`src/rtl/pipe_reg_pkg.sv`:
```
// Shared constants and helpers for the pipe_reg register pipeline.
package pipe_reg_pkg;

   localparam int DEF_WIDTH = 8;
   localparam int DEF_DEPTH = 3;
   localparam int MAX_WIDTH = 64;
   localparam int MAX_DEPTH = 16;

   // Width of an occupancy counter able to hold 0..depth inclusive.
   function automatic int cnt_width(input int depth);
      return $clog2(depth + 1);
   endfunction

endpackage

```
`src/rtl/pipe_reg_stage.sv`:
```
// One pipeline stage: a valid bit and a data register with a load enable.
// Data only loads when the incoming valid is set, so bubbles keep old data.
module pipe_reg_stage
#(
   parameter int               WIDTH   = 8,
   parameter logic [WIDTH-1:0] RST_VAL = '0
)(
   input  logic             clk,
   input  logic             reset_n,
   input  logic             flush,
   input  logic             load_en,
   input  logic             in_valid,
   input  logic [WIDTH-1:0] in_data,
   output logic             valid,
   output logic [WIDTH-1:0] data
);

   logic             valid_r;
   logic [WIDTH-1:0] data_r;

   // Valid bit: cleared by reset or flush, otherwise follows upstream when enabled.
   always_ff @(posedge clk or negedge reset_n) begin
      if (!reset_n) begin
         valid_r <= 1'b0;
      end else if (flush) begin
         valid_r <= 1'b0;
      end else if (load_en) begin
         valid_r <= in_valid;
      end else begin
         valid_r <= valid_r;
      end
   end

   // Data register: holds across flush and bubbles, loads only real payload.
   always_ff @(posedge clk or negedge reset_n) begin
      if (!reset_n) begin
         data_r <= RST_VAL;
      end else if (!flush && load_en && in_valid) begin
         data_r <= in_data;
      end else begin
         data_r <= data_r;
      end
   end

   assign valid = valid_r;
   assign data  = data_r;

endmodule

```
`src/rtl/pipe_reg.sv`:
```
// Multi-stage valid/ready register pipeline with bubble collapsing,
// synchronous flush and a registered occupancy count.
module pipe_reg
   import pipe_reg_pkg::*;
#(
   parameter int               WIDTH   = DEF_WIDTH,
   parameter int               DEPTH   = DEF_DEPTH,
   parameter logic [WIDTH-1:0] RST_VAL = '0
)(
   input  logic                          clk,
   input  logic                          reset_n,
   input  logic                          flush_i,
   input  logic                          in_valid_i,
   input  logic [WIDTH-1:0]              in_data_i,
   output logic                          in_ready_o,
   output logic                          out_valid_o,
   output logic [WIDTH-1:0]              out_data_o,
   input  logic                          out_ready_i,
   output logic [cnt_width(DEPTH)-1:0]   count_o
);

   localparam int CW = cnt_width(DEPTH);

   // Parameter range guards, evaluated at elaboration.
   if (WIDTH < 1 || WIDTH > MAX_WIDTH) begin : g_bad_width
      $error("pipe_reg: WIDTH must be in 1..64");
   end
   if (DEPTH < 1 || DEPTH > MAX_DEPTH) begin : g_bad_depth
      $error("pipe_reg: DEPTH must be in 1..16");
   end

   logic [DEPTH-1:0] valid_s;
   logic [DEPTH-1:0] rdy_s;
   logic [WIDTH-1:0] data_s [DEPTH];
   logic             in_hs_s;
   logic             out_hs_s;
   logic [CW-1:0]    count_r;

   // Readiness ripples from the output back to the input: a stage can take
   // new content if it is empty or the stage after it is moving.
   always_comb begin
      rdy_s = {DEPTH{1'b0}};
      rdy_s[DEPTH-1] = !valid_s[DEPTH-1] | out_ready_i;
      for (int k = DEPTH - 2; k >= 0; k--) begin
         rdy_s[k] = !valid_s[k] | rdy_s[k+1];
      end
   end

   for (genvar k = 0; k < DEPTH; k++) begin : g_stage
      logic             prev_valid_s;
      logic [WIDTH-1:0] prev_data_s;

      if (k == 0) begin : g_head
         assign prev_valid_s = in_valid_i;
         assign prev_data_s  = in_data_i;
      end else begin : g_body
         assign prev_valid_s = valid_s[k-1];
         assign prev_data_s  = data_s[k-1];
      end

      pipe_reg_stage #(
         .WIDTH   (WIDTH),
         .RST_VAL (RST_VAL)
      ) u_stage (
         .clk      (clk),
         .reset_n  (reset_n),
         .flush    (flush_i),
         .load_en  (rdy_s[k]),
         .in_valid (prev_valid_s),
         .in_data  (prev_data_s),
         .valid    (valid_s[k]),
         .data     (data_s[k])
      );
   end

   assign in_ready_o  = rdy_s[0] & !flush_i;
   assign out_valid_o = valid_s[DEPTH-1] & !flush_i;
   assign out_data_o  = data_s[DEPTH-1];

   assign in_hs_s  = in_valid_i & in_ready_o;
   assign out_hs_s = out_valid_o & out_ready_i;

   // Occupancy: +1 on input-only, -1 on output-only, cleared on flush; saturates at both ends.
   always_ff @(posedge clk or negedge reset_n) begin
      if (!reset_n) begin
         count_r <= {CW{1'b0}};
      end else if (flush_i) begin
         count_r <= {CW{1'b0}};
      end else if (in_hs_s && !out_hs_s && (count_r != CW'(DEPTH))) begin
         count_r <= count_r + CW'(1);
      end else if (out_hs_s && !in_hs_s && (count_r != {CW{1'b0}})) begin
         count_r <= count_r - CW'(1);
      end else begin
         count_r <= count_r;
      end
   end

   assign count_o = count_r;

endmodule

```
`config.mk`:
```
export PLATFORM = sky130hd
export DESIGN_NAME = pipe_reg
export DESIGN_NICKNAME = d
export VERILOG_FILES = /design/src/rtl/pipe_reg_pkg.sv /design/src/rtl/pipe_reg_stage.sv /design/src/rtl/pipe_reg.sv
export SDC_FILE = /design/constraint.sdc
export NUM_CORES = 1
export LEC_CHECK = 0
export CORE_MARGIN = 3
export CORE_UTILIZATION = 49
export DETAILED_ROUTE_END_ITERATION = 10
export PLACE_DENSITY = 0.78
export SLEW_MARGIN = 20
export SYNTH_ARGS = -nofsm -noshare
export SYNTH_HDL_FRONTEND = slang
export SYNTH_SLANG_ARGS = --single-unit
```
`constraint.sdc`:
```
create_clock -name clk -period 2 [get_ports clk]
set_input_delay 0.3 -clock clk [delete_from_list [all_inputs] [get_ports clk]]
set_output_delay 0.3 -clock clk [all_outputs]
set_load 0.02 [all_outputs]
```
==> results.txt, run 1 <==
Global routing used 15.8% of the available tracks. The detailed-route wire length per cell is 14.5 um. The number of warnings printed during yosys synthesis is 0.

The synthesized design contains 0 enable-type register cells. The final setup slack of the worst path came out at 0.166 ns. The number of DRC violations after detailed routing is 0. The tightest min-delay check is of the in -> async type.

The transition at the pin with the smallest max-transition slack is 0.471 ns. The most used flip-flop cell after synthesis is dfrtp_1. Setup repair after global routing left no endpoint under its margin. The worst setup path is launched from a primary input.

The number of antenna violations at the first check in global routing is 0. The number of buffers created by CTS came out at 5. Summing the areas of all and, or, nand and nor instances in the mapped netlist gives under 10% of the synthesized area. The critical path goes through clkdlybuf4s50_1, nor2b_1, clkdlybuf4s50_1. The clock root buffer is clkbuf_4. The post-CTS setup buffer count came out at 0. OpenSTA, run right after detailed placement, puts the worst setup slack at 0.0187 ns. The main combinational cell family by area after synthesis is multiplexers.

The total wirelength of the detailed-routed design came out at 2100 um. The tree built by TritonCTS fans out to 29 sinks. The floorplan step defined a die boundary enclosing 0.00315 mm^2. The first routing iteration left 7 violations.

The final net count came out at 129. The via total after detailed routing is 752. The number of storage elements in the synthesis netlist came out at 29. The worst endpoint required time is between 1.5 and 2 ns. dfrtp_1 takes more of the synthesized area than any other cell. Based on the critical path, the design can be clocked at up to 545 MHz. The synthesized netlist net count came out at 94. Input and output buffers added on the ports amount to 24. The final-layout setup total negative slack is 0 ns. The slowest stage of the critical path is the clkdlybuf4s50_1 cell. The region available for standard cell placement spans 0.00230 mm^2.

The cell area power density is 1090 mW/mm^2. The cell row count is 17. The final design area excluding fillers is ~0.0016 mm^2. The xor-xnor portion of the synthesized cell area is 0%. From synthesis to final layout, the design area changed by 31.8%. The adder and majority gate portion of the synthesized area is 0%.

The average footprint of a synthesized cell came out at 15.2 um^2. Measured against its own limit, the worst slew margin works out to 68.6%. The final critical-path share of the clock period came out at 91.7%.

The dominant cell type by count on the critical path is clkdlybuf4s50_1. The max-capacitance violation count came out at 0. The initial core utilization came out at between 50 and 60%. The number of nets with antenna violations after routing is 0. The maximum buffer depth of the clock tree is 2. The placement-stage cell area is 0.00154 mm^2.

The insertion delay to the later sink of the worst-skew pair came out at 0.31 ns. The number of endpoints failing setup at the final stage came out at 0. The final number of hold-violating endpoints came out at 0.

In this run the horizontal extent of the chip is 56.1 um. The peak supply drop came out at 0.000823 V. The CTS tree is done. The via-per-instance ratio came out at 5.19. The H-tree level count came out at 2. The clock period minus final worst setup slack is 1.83 ns. After synthesis, the cell types taking the most area are dfrtp_1 (59%), mux2_2 (15%), mux2_4 (9.8%). The worst endpoint data arrival time came out at 1.53 ns. The first-pass iteration count of the detailed router is 2. Along the worst path, the maximum fanout reaches 5. The final count of pins violating max slew came out at 0. The share of synthesized area occupied by flip-flops and latches is about three fifths.

Once detailed placement completed, the half-perimeter wirelength came to 1560 um. The sum of overflow across all layers after global routing came out at 0. The mux cell area share after synthesis came out at 24.4%. The number of buffers inserted for hold repair after clock tree synthesis is 0. The first global-routing pass estimated between 3000 and 4000 um of wire.

The kind of critical path is in -> out. Summing every instance area after synthesis gives 0.00123 mm^2. The post-synthesis async set-or-reset flop share is 100%.

The flow ran to the end, and the final reports show no timing, DRC or antenna violations. The count of different cell masters after synthesis is 23. The overall power consumption is between 1.5 and 2 mW. The share of the synthesized area in the top cell type came out at between 50% and 60%. The final worst clock skew came out at 0.00620 ns. The die span in y came out at 56.1 um. Entering global routing, the biggest net connects 30 pins. The number of global-route vias before repair came out at approximately 800. The cell count after synthesis came out at 81. Counting instances in the post-synthesis netlist gives the leading cell types as dfrtp_1 (29), mux2_2 (16), mux2_4 (8).

The share of layout cells above drive strength 1 is 35.9%. The most used standard cell by instance count after synthesis is dfrtp_1. The weighted congestion reported at the end of routability-driven placement came out at 0.698. Hold timing on the final database bottoms out at a slack of 0.358 ns.

The leakage power figure came out at 0.734 nW. The area fraction in compound gates after synthesis came out at between 5 and 6%. The antenna diode count came out at 0. After clock tree synthesis, the clock-pin slew on the worst setup and hold paths is 0.09 ns. Pin placement for this block handled 25 I/O pins.

The largest stage delay on the critical path is approximately 0.61 ns. The worst setup path is captured at a primary output.
-- report_power, final --
part	total (mW)	internal (mW)	switching, mW
combinational	0.487	0.293	0.195
clock	0.482	0.298	0.184
sequential	0.806	0.730	0.0761
-- final timing paths --
check / from / to / slack (ns) / depth (start not counted)
max in group asynchronous: reset_n / g_stage[0].u_stage.valid$_DFFE_PN0P_ / 1.38 / 2
setup / recovery: flush_i / out_valid_o / 0.17 / 3
hold / removal: reset_n / g_stage[0].u_stage.data[1]$_DFFE_PN0P_ / 0.36 / 2
setup reg to reg: g_stage[2].u_stage.valid$_DFFE_PN0P_ / g_stage[1].u_stage.data[5]$_DFFE_PN0P_ / 0.43 / 3
hold reg to reg: g_stage[0].u_stage.data[5]$_DFFE_PN0P_ / g_stage[0].u_stage.data[5]$_DFFE_PN0P_ / 0.51 / 1
min in group clk: g_stage[0].u_stage.data[5]$_DFFE_PN0P_ / g_stage[0].u_stage.data[5]$_DFFE_PN0P_ / 0.51 / 1
-- cells by family (layout without fill, tap and decap cells) --
kind of cell / after synthesis / in the layout
DFF: 29 / 29
and+or+nand+nor: 14 / 14
buffers and inverters: 5 / 41
AOI/OAI and AO/OA: 9 / 9
muxes: 24 / 24
-- state kept, by name, summed over array words and instances (netlist names) --
| name | count |
|---|---|
| g_stage.u_stage.valid | 3 |
| count_o | 2 |
| g_stage.u_stage.data | 24 |
-- routing by layer --
metal  GRT usage (%)  vias up  wire length [um]
met5               0        -                 0
met1            16.3      372               806
met4            8.14        0                23
met2            27.5       20              1150
met3            6.03        2               122
li1                -      358                 -
-- worst max-delay path, delay by kind of cell --
family / cells / cell delay, ns
buffers and inverters: 2 / 1.10
AND/OR/NAND/NOR: 1 / 0.13
-- timing repair --
action / 4_1_cts / 5_1_grt
gates resized for setup: 0 / 1
hold endpoints to repair: 0 / 0
setup endpoints to repair: 0 / 1
-- layout by cell type, fill, tap and decap left out, drive strengths merged --
master | synthesis | routed
nor2 | 3 | 3
nand2b | 1 | 1
a21oi | 4 | 4
dfrtp | 29 | 29
buf | 2 | 6
dlymetal6s2s | 0 | 1
and3b | 1 | 1
nor2b | 3 | 3
and2 | 1 | 1
mux2 | 24 | 24
a21boi | 1 | 1
nor3b | 1 | 1
nand4b | 1 | 1
bufinv | 0 | 1
nor3 | 1 | 1
nand3b | 2 | 2
clkbuf | 0 | 7
o211ai | 1 | 1
a21o | 1 | 1
inv | 3 | 3
clkdlybuf4s50 | 0 | 23
a2111oi | 1 | 1
a211o | 1 | 1
-- through the flow --
step                cells  utilization [%]
floorplan              81                -
global placement      137             66.8
detailed placement    137             66.8
CTS                   145             70.5
global route          145             70.6
finish                145             70.6
-- final cells by class --
cell class,instances,area (um^2)
Fill cell,158,674
Clock buffer,7,55.1
Timing Repair Buffer,30,288
Tap cell,28,35.0
Multi-Input combinational cell,47,478
Clock inverter,1,30.0
Sequential cell,29,726
Inverter,3,11.3
(Power assumes the default switching activity.)
==> run 2, diff against run 1 <==
PLACE_DENSITY = 0.77   (was 0.78)
RECOVER_POWER = 100   (was not set)
==> results.txt, run 2 (synthesized netlist as in run 1, its figures left out) <==
The flow ran to the end, and the final reports show no timing, DRC or antenna violations. The library cell used most frequently in the layout, excluding fill and tap cells, is dfrtp_1. The max-capacitance violation count came out at 0 (unchanged). The number of endpoints failing setup at the final stage came out at 0 (unchanged). The largest net degree at the start of global routing is 30 (unchanged).

The met2 wirelength from detailed routing is 969 um (-16%). The top cell types in the final layout, fill and taps aside, are dfrtp_1 (29), mux2_2 (16), clkdlybuf4s50_1 (12). The starting DRC count in detailed routing came to 6 (-1).

The die span in y came out at 56.1 um (unchanged). The final number of hold-violating endpoints was 0 (unchanged). Routed signal wires occupy layers up through met4. The worst-case setup slack after placement came out at 0.00956 ns (-0.00913 ns). The number of buffers inserted for hold repair after clock tree synthesis is 0 (unchanged). The number of buffers created by CTS came out at 5 (unchanged). The final hold slack is 0.475 ns (+0.117 ns).

The placeable core region came out at 0.00230 mm^2 (unchanged). The share of layout cells above drive strength 1 is 23.7% (-12 points). The final-layout fill cell count is 185 (+17%). The endpoint kind of the worst setup timing path is a primary output.

The final net count is 130 (+0.78%). The number of nets with antenna violations after routing was 0 (unchanged). The final-layout setup total negative slack is 0 ns (unchanged).

The worst setup path is of the in -> out kind. The horizontal die dimension came out at 56.1 um (unchanged). The final count of pins violating max slew came out at 0 (unchanged). The peak supply drop is 0.000756 V (-8.2%). The tree is rooted in a clkbuf_4. The flip-flop count of the largest register after layout came out at 24 (unchanged). The top-level I/O count came out at 25 (unchanged). The cell row count is 17 (unchanged). The antenna diode count is 0 (unchanged). The initial core utilization came out at 53.6% (unchanged).

The number of global-route vias before repair is 807 (-1.5%). The final setup slack of the worst path is 0.126 ns (-0.0402 ns). Setup repair after global routing left no endpoint under its margin. The overall global routing resource usage is 15.6% (-0.19 points). The synthesis-to-layout area growth is 26.4%. The worst-path maximum fanout was 6 (+1). The slowest stage of the critical path is the clkdlybuf4s50_1 cell.

The cell area power density is 1100 mW/mm^2 (+0.13%). The via-per-instance ratio is 5.28 (+1.8%). The sum of overflow across all layers after global routing came to 0 (unchanged). The via total after detailed routing is 771 (+2.5%). The die area was 0.00315 mm^2 (unchanged).

The worst endpoint data arrival time came out at 1.57 ns (+0.04 ns). The insertion delay to the later sink of the worst-skew pair came out at 0.31 ns (about the same). The CTS tree is done. The number of DRC violations after detailed routing is 0 (unchanged).

The leakage power figure is 0.681 nW (-7.2%). By instance count, the cell type seen most on the critical path is clkdlybuf4s50_1. The maximum buffer depth of the clock tree came out at 2 (unchanged). Walking the worst path, the cells encountered are clkdlybuf4s50_1, nor2b_1, clkdlybuf4s50_1. The first-pass iteration count of the detailed router came to 3 (+1). The clock sink count came out at 29 (unchanged).

The transition at the pin with the smallest max-transition slack was 0.708 ns (+0.236 ns). The final worst clock skew is 0.00768 ns (+0.00148 ns). The number of buffer cells added on primary ports is 24 (unchanged).

The total met3 wirelength after detailed routing is 145 um (+19%). The achievable clock frequency was 533 MHz (-2.1%). In this run the worst hold path is classified as reg -> reg.

The clock-pin slew on the worst setup and hold paths is 0.09 ns (about the same). The number of antenna violations at the first check in global routing was 0 (unchanged). The worst-case headroom to the max-slew limit came to 52.8% (-16 points). The weighted congestion reported at the end of routability-driven placement is 0.773 (+11%). The clock period minus final worst setup slack came out at 1.87 ns (+0.0402 ns).

The H-tree level count came out at 2 (unchanged). The worst setup path is launched from a primary input. The final critical-path share of the clock period is 93.7% (+2.0 points). The worst endpoint required time came to 1.70 ns (about the same).

The cell family contributing the most delay on the critical path is buffers and inverters. The global-route wire length before repair is 3710 um (+0.76%). The total wirelength of the detailed-routed design is 2090 um (-0.48%). The estimated wirelength of the detail-placed design is 1540 um (-1.8%).

The met1 layer wirelength in the final routing is 915 um (+14%). The detailed-route wire length per cell came to 14.3 um (-1.2%). The largest stage delay on the critical path was 0.61 ns (about the same). The sum of buffers and inverters on the critical path came to 2 (unchanged).
run 2: cell types whose count changed in the layout (fill, tap and decap cells not counted), moves of 4 or more:
cell             previous run  this run
buf_4                       6         2
mux2_4                      8         0
clkdlybuf4s50_1            23        12
clkbuf_1                    1         6
dlygate4sd3_1               0        11
mux2_1                      0         8
run 2: final timing paths:
kind	slack (ns)	cells past startpoint	start	endpoint
setup / recovery	0.13	3	flush_i	out_valid_o
hold / removal	0.47	1	g_stage[0].u_stage.data[4]$_DFFE_PN0P_	g_stage[1].u_stage.data[4]$_DFFE_PN0P_
setup reg to reg	0.30	3	g_stage[2].u_stage.valid$_DFFE_PN0P_	g_stage[1].u_stage.data[1]$_DFFE_PN0P_
hold reg to reg	0.47	1	g_stage[0].u_stage.data[4]$_DFFE_PN0P_	g_stage[1].u_stage.data[4]$_DFFE_PN0P_
max in group asynchronous	0.99	2	reset_n	g_stage[0].u_stage.data[4]$_DFFE_PN0P_
min in group asynchronous	0.56	2	reset_n	g_stage[2].u_stage.data[5]$_DFFE_PN0P_
run 2: metal layers:
layer	vias up	track usage [%]
met2	22	22.7
met1	380	19.6
li1	362	-
met3	7	6.50
met5	-	0
met4	0	8.47
run 2: through the flow:
| stage | total power [mW] | instance area (um^2) | utilization, % | cells |
|---|---|---|---|---|
| after floorplan | 1.08 | 1230 | - | 81 |
| after global placement | 1.29 | 1540 | 67.2 | 138 |
| after detailed placement | 1.31 | 1540 | 67.2 | 138 |
| after CTS | 1.81 | 1630 | 70.9 | 146 |
| after global routing | 1.80 | 1560 | 67.8 | 146 |
| final | 1.71 | 1560 | 67.8 | 146 |
run 2: worst reg2reg max path: stages (launching register included):
cell and delay, ns:
dfrtp_1 0.43, nor2b_1 0.37, a211o_1 0.42, mux2_1 0.37
run 2: report_power, final:
group	switching, mW	internal [mW]	total, mW
clock	0.192	0.298	0.490
combinational	0.193	0.225	0.418
sequential	0.0676	0.729	0.797
run 2: final cells by class:
cell class	count	area (um^2)	area share, %
well taps	28	35.0	2.25
multi-input cells	47	430	27.7
clock inverters	1	30.0	1.93
repair buffers	31	269	17.3
inverters	3	11.3	0.723
clock buffers	7	55.1	3.54
flip-flops and latches	29	726	46.6
run 2: what timing repair did:
item,in CTS,in global routing
gates resized for setup,0,1
buffers inserted,0,0
endpoints found under the setup margin,0,1
hold endpoints to repair,0,0
